### config.mk
export PLATFORM = sky130hd
export DESIGN_NAME = eth_pad36
export DESIGN_NICKNAME = d
export VERILOG_FILES = /design/src/rtl/setting_reg.sv /design/src/rtl/eth_pad36.sv
export SDC_FILE = /design/constraint.sdc
export NUM_CORES = 1
export LEC_CHECK = 0
export CAP_MARGIN = 20
export CORE_MARGIN = 8
export CORE_UTILIZATION = 37
export CTS_BUF_LIST = sky130_fd_sc_hd__clkbuf_4
export CTS_CLUSTER_DIAMETER = 40
export DETAILED_ROUTE_END_ITERATION = 8
export GPL_TIMING_DRIVEN = 0
export PLACE_DENSITY = 0.94
export RECOVER_POWER = 25
export SETUP_SLACK_MARGIN = 0.3
export SLEW_MARGIN = 20
export SYNTH_ARGS = -nofsm -noshare
export SYNTH_HDL_FRONTEND = slang
export SYNTH_SLANG_ARGS = --single-unit
export TNS_END_PERCENT = 30
### constraint.sdc
create_clock -name clk -period 7.5 [get_ports clk]
set_clock_uncertainty 0.15 [all_clocks]
set_input_delay 1.5 -clock clk [delete_from_list [all_inputs] [get_ports clk]]
set_output_delay 1.5 -clock clk [all_outputs]
set_load 0.05 [all_outputs]
### src/rtl/setting_reg.sv
// rtl/setting_reg.sv - one addressed setting register on the 8-bit setting bus
module setting_reg #(
    parameter int               my_addr  = 0,
    parameter int               width    = 32,
    parameter logic [width-1:0] at_reset = '0
) (
    input  logic             clk,
    input  logic             rst,
    input  logic             strobe,
    input  logic [7:0]       addr,
    input  logic [31:0]      in,
    output logic [width-1:0] out
);

    logic [width-1:0] out_q;
    logic [width-1:0] out_d;

    // Capture the low bits of the bus on a write to this register's address.
    always_comb begin
        out_d = out_q;
        if (strobe && (addr == 8'(my_addr))) begin
            out_d = in[width-1:0];
        end
    end

    // Register state; only the hard reset restores the default.
    always_ff @(posedge clk) begin
        if (rst) begin
            out_q <= at_reset;
        end else begin
            out_q <= out_d;
        end
    end

    assign out = out_q;

endmodule

### src/rtl/eth_pad36.sv
// rtl/eth_pad36.sv - pads short 36-bit line-interface frames up to the minimum length
module eth_pad36 #(
    parameter int BASE      = 0,
    parameter int MIN_BYTES = 60
) (
    input  logic        clk,
    input  logic        reset,
    input  logic        clear,
    input  logic        set_stb,
    input  logic [7:0]  set_addr,
    input  logic [31:0] set_data,
    input  logic [35:0] data_i,
    input  logic        src_rdy_i,
    output logic        dst_rdy_o,
    output logic [35:0] data_o,
    output logic        src_rdy_o,
    input  logic        dst_rdy_i,
    output logic [15:0] pad_count,
    output logic [31:0] debug
);

    localparam int         MIN_LINES = MIN_BYTES / 4;
    localparam logic [8:0] MIN_L9    = 9'(MIN_LINES);

    localparam logic [1:0] OCC_FULL = 2'd0;
    localparam logic [1:0] OCC_1    = 2'd1;
    localparam logic [1:0] OCC_2    = 2'd2;
    localparam logic [1:0] OCC_3    = 2'd3;

    typedef enum logic [1:0] {
        ST_IDLE = 2'd0,
        ST_PASS = 2'd1,
        ST_PAD  = 2'd2
    } state_t;

    state_t      state_q, state_d;
    logic [7:0]  line_cnt_q, line_cnt_d;
    logic [15:0] pad_count_q, pad_count_d;
    logic        frame_en_q, frame_en_d;

    logic        set_en;
    logic        en_eff;
    logic [8:0]  n;
    logic        in_eof;
    logic [1:0]  in_occ;
    logic        is_short;
    logic        is_exact_part;
    logic        pad_last;

    setting_reg #(
        .my_addr  (BASE),
        .width    (1),
        .at_reset (1'b1)
    ) u_enable_reg (
        .clk    (clk),
        .rst    (reset),
        .strobe (set_stb),
        .addr   (set_addr),
        .in     (set_data),
        .out    (set_en)
    );

    // Zero the bytes beyond the occupancy of an EOF line.
    function automatic logic [31:0] keep_bytes(input logic [31:0] d, input logic [1:0] occ);
        case (occ)
            OCC_1:   keep_bytes = d & 32'hFF00_0000;
            OCC_2:   keep_bytes = d & 32'hFFFF_0000;
            OCC_3:   keep_bytes = d & 32'hFFFF_FF00;
            default: keep_bytes = d;
        endcase
    endfunction

    // Next-state, counters and the combinational data path.
    always_comb begin
        state_d     = state_q;
        line_cnt_d  = line_cnt_q;
        pad_count_d = pad_count_q;
        frame_en_d  = frame_en_q;
        data_o      = data_i;
        src_rdy_o   = src_rdy_i;
        dst_rdy_o   = dst_rdy_i;

        // In IDLE the live register decides; once a frame starts the latched copy does.
        en_eff        = (state_q == ST_IDLE) ? set_en : frame_en_q;
        n             = {1'b0, line_cnt_q} + 9'd1;
        in_eof        = data_i[33];
        in_occ        = data_i[35:34];
        is_short      = (n < MIN_L9);
        is_exact_part = (n == MIN_L9) && (in_occ != OCC_FULL);
        pad_last      = (n == MIN_L9);

        case (state_q)
            ST_IDLE, ST_PASS: begin
                if (en_eff && in_eof && (is_short || is_exact_part)) begin
                    data_o = {OCC_FULL, ~is_short, data_i[32], keep_bytes(data_i[31:0], in_occ)};
                end
                if (src_rdy_i && dst_rdy_i) begin
                    if (state_q == ST_IDLE) begin
                        frame_en_d = set_en;
                    end
                    if (in_eof) begin
                        state_d    = ST_IDLE;
                        line_cnt_d = 8'd0;
                        if (en_eff && (is_short || is_exact_part) && (pad_count_q != 16'hFFFF)) begin
                            pad_count_d = pad_count_q + 16'd1;
                        end
                        if (en_eff && is_short) begin
                            state_d    = ST_PAD;
                            line_cnt_d = n[7:0];
                        end
                    end else begin
                        state_d    = ST_PASS;
                        line_cnt_d = (line_cnt_q == 8'hFF) ? line_cnt_q : line_cnt_q + 8'd1;
                    end
                end
            end
            ST_PAD: begin
                data_o    = {OCC_FULL, pad_last, 1'b0, 32'h0};
                src_rdy_o = 1'b1;
                dst_rdy_o = 1'b0;
                if (dst_rdy_i) begin
                    if (pad_last) begin
                        state_d    = ST_IDLE;
                        line_cnt_d = 8'd0;
                    end else begin
                        line_cnt_d = line_cnt_q + 8'd1;
                    end
                end
            end
            default: begin
                state_d    = ST_IDLE;
                line_cnt_d = 8'd0;
            end
        endcase
    end

    // State registers; clear abandons the frame but keeps the counter and enable.
    always_ff @(posedge clk) begin
        if (reset) begin
            state_q     <= ST_IDLE;
            line_cnt_q  <= 8'd0;
            pad_count_q <= 16'd0;
            frame_en_q  <= 1'b1;
        end else if (clear) begin
            state_q     <= ST_IDLE;
            line_cnt_q  <= 8'd0;
        end else begin
            state_q     <= state_d;
            line_cnt_q  <= line_cnt_d;
            pad_count_q <= pad_count_d;
            frame_en_q  <= frame_en_d;
        end
    end

    assign pad_count = pad_count_q;
    assign debug     = {state_q, en_eff, line_cnt_q, 21'b0};

endmodule

==> results.json, run 1 <==
{
  "outcome": "finished clean",
  "critPathCaptureType": "output port",
  "hold_ws_ns": 0.3346,
  "hold_buffers": 0,
  "antenna_found_initial": 0,
  "final_common_cell": "clkdlybuf4s50_1",
  "vias_per_cell": 5.199,
  "drt_iter0_drc": 94,
  "setup_viol": 0,
  "syn_area_um2": 2122,
  "path_cells": "clkdlybuf4s50_1 > nand2b_1 > a2111oi_4 > nand3_1 > or3b_1 > and3_1 > clkdlybuf4s50_1",
  "power_mw": 0.4339,
  "grt_pass1_wl_um": 12120,
  "grtUsageTotal_pct": 17.23,
  "path_class": "input port to output port",
  "ys_types": 50,
  "crit_slowest_cell": "clkdlybuf4s50_1",
  "ir_worst_vdd_mv": 0.09386,
  "die_w_um": 91.73,
  "synthMuxAreaShare_pct": 1.887,
  "startpoint_type": "input port",
  "yosys_warnings": 0,
  "critical-path-top-delay-family": "buffers and inverters",
  "synth.yosys.seq_area_share_pct": 26.42,
  "powerDensity_nw_per_um2": 124.3,
  "hold_violations": 0,
  "ys_seq_elements": 28,
  "start_util_pct": 38.30,
  "worst_pin_slew_ns": 0.5698,
  "syn_avg_cell_area_um2": 7.802,
  "synth_top_family_by_area": "simple AND/OR/NAND/NOR gates",
  "synth_fa_ha_area_share_pct": 1.769,
  "drive_above_1_share_pct": 9.732,
  "critPathRequiredTime_ns": 5.85,
  "multi_input_area_um2": 1389,
  "hpwlAfterDp_um": 6390,
  "layout_common_cells": "clkdlybuf4s50_1 (97), and3_1 (28), dfxtp_1 (28)",
  "fmax_mhz": 165.1,
  "maxCapViolations": 0,
  "htree_levels": 1,
  "leakage_nw": 1.389,
  "setup_tns_ns": 0,
  "utilization_pct": 63.01,
  "final_nets": 497,
  "slew_headroom_pct": 60.93,
  "synth_compound_area_share_pct": 17.33,
  "clockRootBuffer": "clkbuf_4",
  "port_buffers": 115,
  "slew_violations": 0,
  "ant_nets": 0,
  "synthSimpleGateAreaFrac_pct": 37.03,
  "die_h_um": 91.73,
  "grt_max_degree": 17,
  "wl_per_cell_um": 16.20,
  "clock-sinks": 28,
  "fill_cells": 476,
  "clk_latency_ns": 0.34,
  "cts_buffers": 3,
  "rows": 27,
  "synth_cells": 272,
  "coreArea_um2": 5540,
  "postPlaceCellArea_um2": 3438,
  "dp_slack_ns": 1.454,
  "syn_to_final_growth_pct": 64.50,
  "synth_edf_count": 0,
  "synth_xor_area_share_pct": 3.715,
  "critPathMaxFanout": 8,
  "layout_setup_ws_ns": 1.444,
  "critPathBufInv": 2,
  "antenna_cells": 0,
  "synth_ff_type": "dfxtp_1",
  "first_pass_iters": 4,
  "hold_path.class": "flop to flop",
  "post-route-period-util_pct": 80.74,
  "synthArstFlopShare_pct": 0,
  "cp_slowest_stage_delay_ns": 0.70,
  "post_cts.repair.setup_buffers": 0,
  "critPathMostFrequentCell": "clkdlybuf4s50_1",
  "clk_path_buf_depth": 2,
  "fp.dieArea_um2": 8414,
  "grt.overflow.total": 0,
  "gp_congestion": 0.8341,
  "ios": 168,
  "seqCellArea_um2": 560.5,
  "drcViolationCount": 0,
  "rsz0062_at_grt": "false",
  "wl_um": 7825,
  "vias": 2511,
  "first_global_vias": 2396,
  "final_cells": 483,
  "cp_data_arrival_time_ns": 4.41,
  "post-route-min-period_ns": 6.056,
  "tritoncts": "done",
  "place_inst": 479,
  "clk_pin_slew_ns": 0.16,
  "final_area_um2": 3491,
  "cts_resized": 0
}
final cells by class:
cell class	instances	area share [%]
clock inverters	1	0.8602
plain buffers	35	6.452
inverters	6	0.6452
flip-flops and latches	28	16.06
multi-input cells	223	39.78
well taps	72	2.581
repair buffers	115	32.97
clock buffers	3	0.6452
worst paths after layout:
kind | from | to | slack [ns] | cells past startpoint
hold reg to reg | frame_en_q | frame_en_q | 0.33 | 1
setup reg to reg | line_cnt_q[1] | pad_count[13] | 4.15 | 10
hold / removal | frame_en_q | frame_en_q | 0.33 | 1
setup / recovery | data_i[33] | data_o[16] | 1.44 | 7
registers in the layout, summed over array words and instances, names as in the netlist:
register / flops
pad_count: 16
line_cnt_q: 8
state_q: 2
u_enable_reg.out: 1
frame_en_q: 1
where the power goes:
group | switching, mW | internal (mW)
clock | 0.0474 | 0.0541
sequential | 0.00112 | 0.150
combinational | 0.112 | 0.0689
total | 0.161 | 0.273
logic make-up (layout without fill, tap and decap cells):
logic type      Yosys count  count (layout)
mux                       4               4
compound gates           53              53
flops                    28              28
simple gates            133             133
other cells               1              21
fa+ha+maj                 3               3
xor+xnor                  9               9
buf+inv                  41             160
Yosys cell counts, drive strengths merged, types with 7 or more instances:
| cell type | n | area, µm² |
|---|---|---|
| dfxtp | 28 | 560.5 |
| or4 | 10 | 75.07 |
| nand4 | 7 | 43.79 |
| and2 | 11 | 68.82 |
| nand3 | 16 | 97.60 |
| buf | 26 | 191.4 |
| clkbuf | 9 | 33.78 |
| nand2 | 11 | 41.29 |
| o31ai | 10 | 75.07 |
| a21oi | 18 | 90.09 |
| nor2 | 19 | 71.32 |
| o21ai | 7 | 35.03 |
| and3 | 28 | 175.2 |
layer usage:
| metal | vias to the layer above | track usage [%] | wire (µm) |
|---|---|---|---|
| met2 | 103 | 32.47 | 4123 |
| li1 | 1244 | - | - |
| met3 | 13 | 3.830 | 479 |
| met4 | 0 | 4.027 | 110 |
| met5 | - | 0 | 0 |
| met1 | 1151 | 19.04 | 3112 |
(Power assumes the default switching activity.)
==> run 2, diff against run 1 <==
CORE_UTILIZATION = 34   (was 37)
PLACE_DENSITY = 0.87   (was 0.94)
clock period = 6.2 ns   (was 7.5 ns; I/O delays follow)
==> results.json, run 2 (same netlist as run 1, synthesis figures left out) <==
{
  "outcome": "finished clean",
  "ir_worst_vdd_mv": 0.09791,
  "layout_setup_ws_ns": 0.4725,
  "path_class": "flop to output port",
  "htree_levels": 1,
  "wl_per_cell_um": 15.14,
  "drcViolationCount": 0,
  "cts_buffers": 3,
  "gp_congestion": 0.8520,
  "die_h_um": 95,
  "largest_register_ffs": 16,
  "cts_resized": 0,
  "hold_violations": 0,
  "seqCellArea_um2": 560.5,
  "rsz0062_at_grt": "false",
  "setup_viol": 0,
  "first_pass_iters": 4,
  "drive_above_1_share_pct": 9.489,
  "grtUsageTotal_pct": 15.26,
  "grt.overflow.total": 0,
  "antenna_found_initial": 0,
  "start_util_pct": 35.42,
  "multi_input_area_um2": 1389,
  "rows": 28,
  "layout_common_cells": "clkdlybuf4s50_1 (97), and3_1 (28), dfxtp_1 (28)",
  "hold_buffers": 0,
  "slew_headroom_pct": 62.55,
  "slew_violations": 0,
  "worst_pin_slew_ns": 0.5461,
  "hold_path.class": "flop to flop",
  "ios": 168,
  "leakage_nw": 1.385,
  "clock-sinks": 28,
  "critPathMaxFanout": 11,
  "fmax_mhz": 174.6,
  "ant_nets": 0,
  "post-route-min-period_ns": 5.728,
  "final_common_cell": "clkdlybuf4s50_1",
  "critPathCaptureType": "output port",
  "wl_um": 7356,
  "final_nets": 497,
  "dp_slack_ns": 0.6665,
  "hpwlAfterDp_um": 6031,
  "port_buffers": 115,
  "grt_pass1_wl_um": 11180,
  "setup_tns_ns": 0,
  "grt_max_degree": 17,
  "hold_ws_ns": 0.3358,
  "cp_data_arrival_time_ns": 4.34,
  "startpoint_type": "flop",
  "post_cts.repair.setup_buffers": 0,
  "powerDensity_nw_per_um2": 150.6,
  "die_w_um": 95,
  "first_global_vias": 2292,
  "antenna_cells": 0,
  "fp.dieArea_um2": 9025,
  "tritoncts": "done",
  "clockRootBuffer": "clkbuf_4",
  "coreArea_um2": 5991,
  "maxCapViolations": 0,
  "clk_pin_slew_ns": 0.15,
  "clk_latency_ns": 0.35,
  "vias": 2437,
  "fill_cells": 572,
  "utilization_pct": 58.31,
  "power_mw": 0.5262,
  "vias_per_cell": 5.014,
  "critPathRequiredTime_ns": 4.81,
  "post-route-period-util_pct": 92.38,
  "drt_iter0_drc": 100,
  "syn_to_final_growth_pct": 64.62,
  "clk_path_buf_depth": 2
}
-- run 2: cell count changes in the layout (fill, tap and decap cells not counted), sizes merged --
cell / before / now
clkbuf: 12 / 13
buf: 26 / 25
-- run 2: final cells by class --
class	count	area share, %
multi-input cells	223	39.76
clock inverters	1	0.8596
inverters	6	0.6447
clock buffers	3	0.6447
repair buffers	115	32.95
flip-flops and latches	28	16.05
plain buffers	35	6.411
well taps	75	2.686
-- run 2: stage by stage --
step,cell area (µm²),cells
final,3493,486
after global routing,3493,486
after CTS,3495,486
after detailed placement,3442,482
after global placement,3442,482
after floorplan,2197,292
-- run 2: per-layer routing --
| layer | vias to the layer above | global-route usage [%] | wire length, µm |
|---|---|---|---|
| met5 | - | 0 | 0 |
| met4 | 0 | 1.170 | 16 |
| met3 | 3 | 3.254 | 456 |
| met2 | 78 | 28.85 | 3889 |
| met1 | 1120 | 17.69 | 2993 |
| li1 | 1236 | - | - |
-- run 2: final timing paths --
kind	start	to	slack, ns	depth (start not counted)
setup / recovery	line_cnt_q[1]	data_o[22]	0.47	9
hold / removal	frame_en_q	frame_en_q	0.34	1
setup reg to reg	line_cnt_q[1]	pad_count[13]	2.64	10
hold reg to reg	frame_en_q	frame_en_q	0.34	1
-- run 2: power by group --
part / total, mW / switching [mW] / internal, mW / leakage [nW]
Clock: 0.125 / 0.0592 / 0.0655 / 0.0279
Sequential: 0.183 / 0.00125 / 0.181 / 0.226
Combinational: 0.219 / 0.136 / 0.0833 / 1.13
-- run 2: critical path, stage by stage, from the launching register on --
cell,delay (ns)
dfxtp_1,0.54
ha_1,0.21
clkbuf_1,0.35
nand2_1,0.16
or4b_4,0.52
a2111oi_4,0.58
nand3_1,0.19
or3b_1,0.50
and3_1,0.24
clkdlybuf4s50_1,0.70
==> run 3, diff against run 2 <==
CTS_CLUSTER_SIZE = 20   (was default)
==> results of run 3 <==
Same layout as run 2: the final DEF is identical, and so are final timing and power.
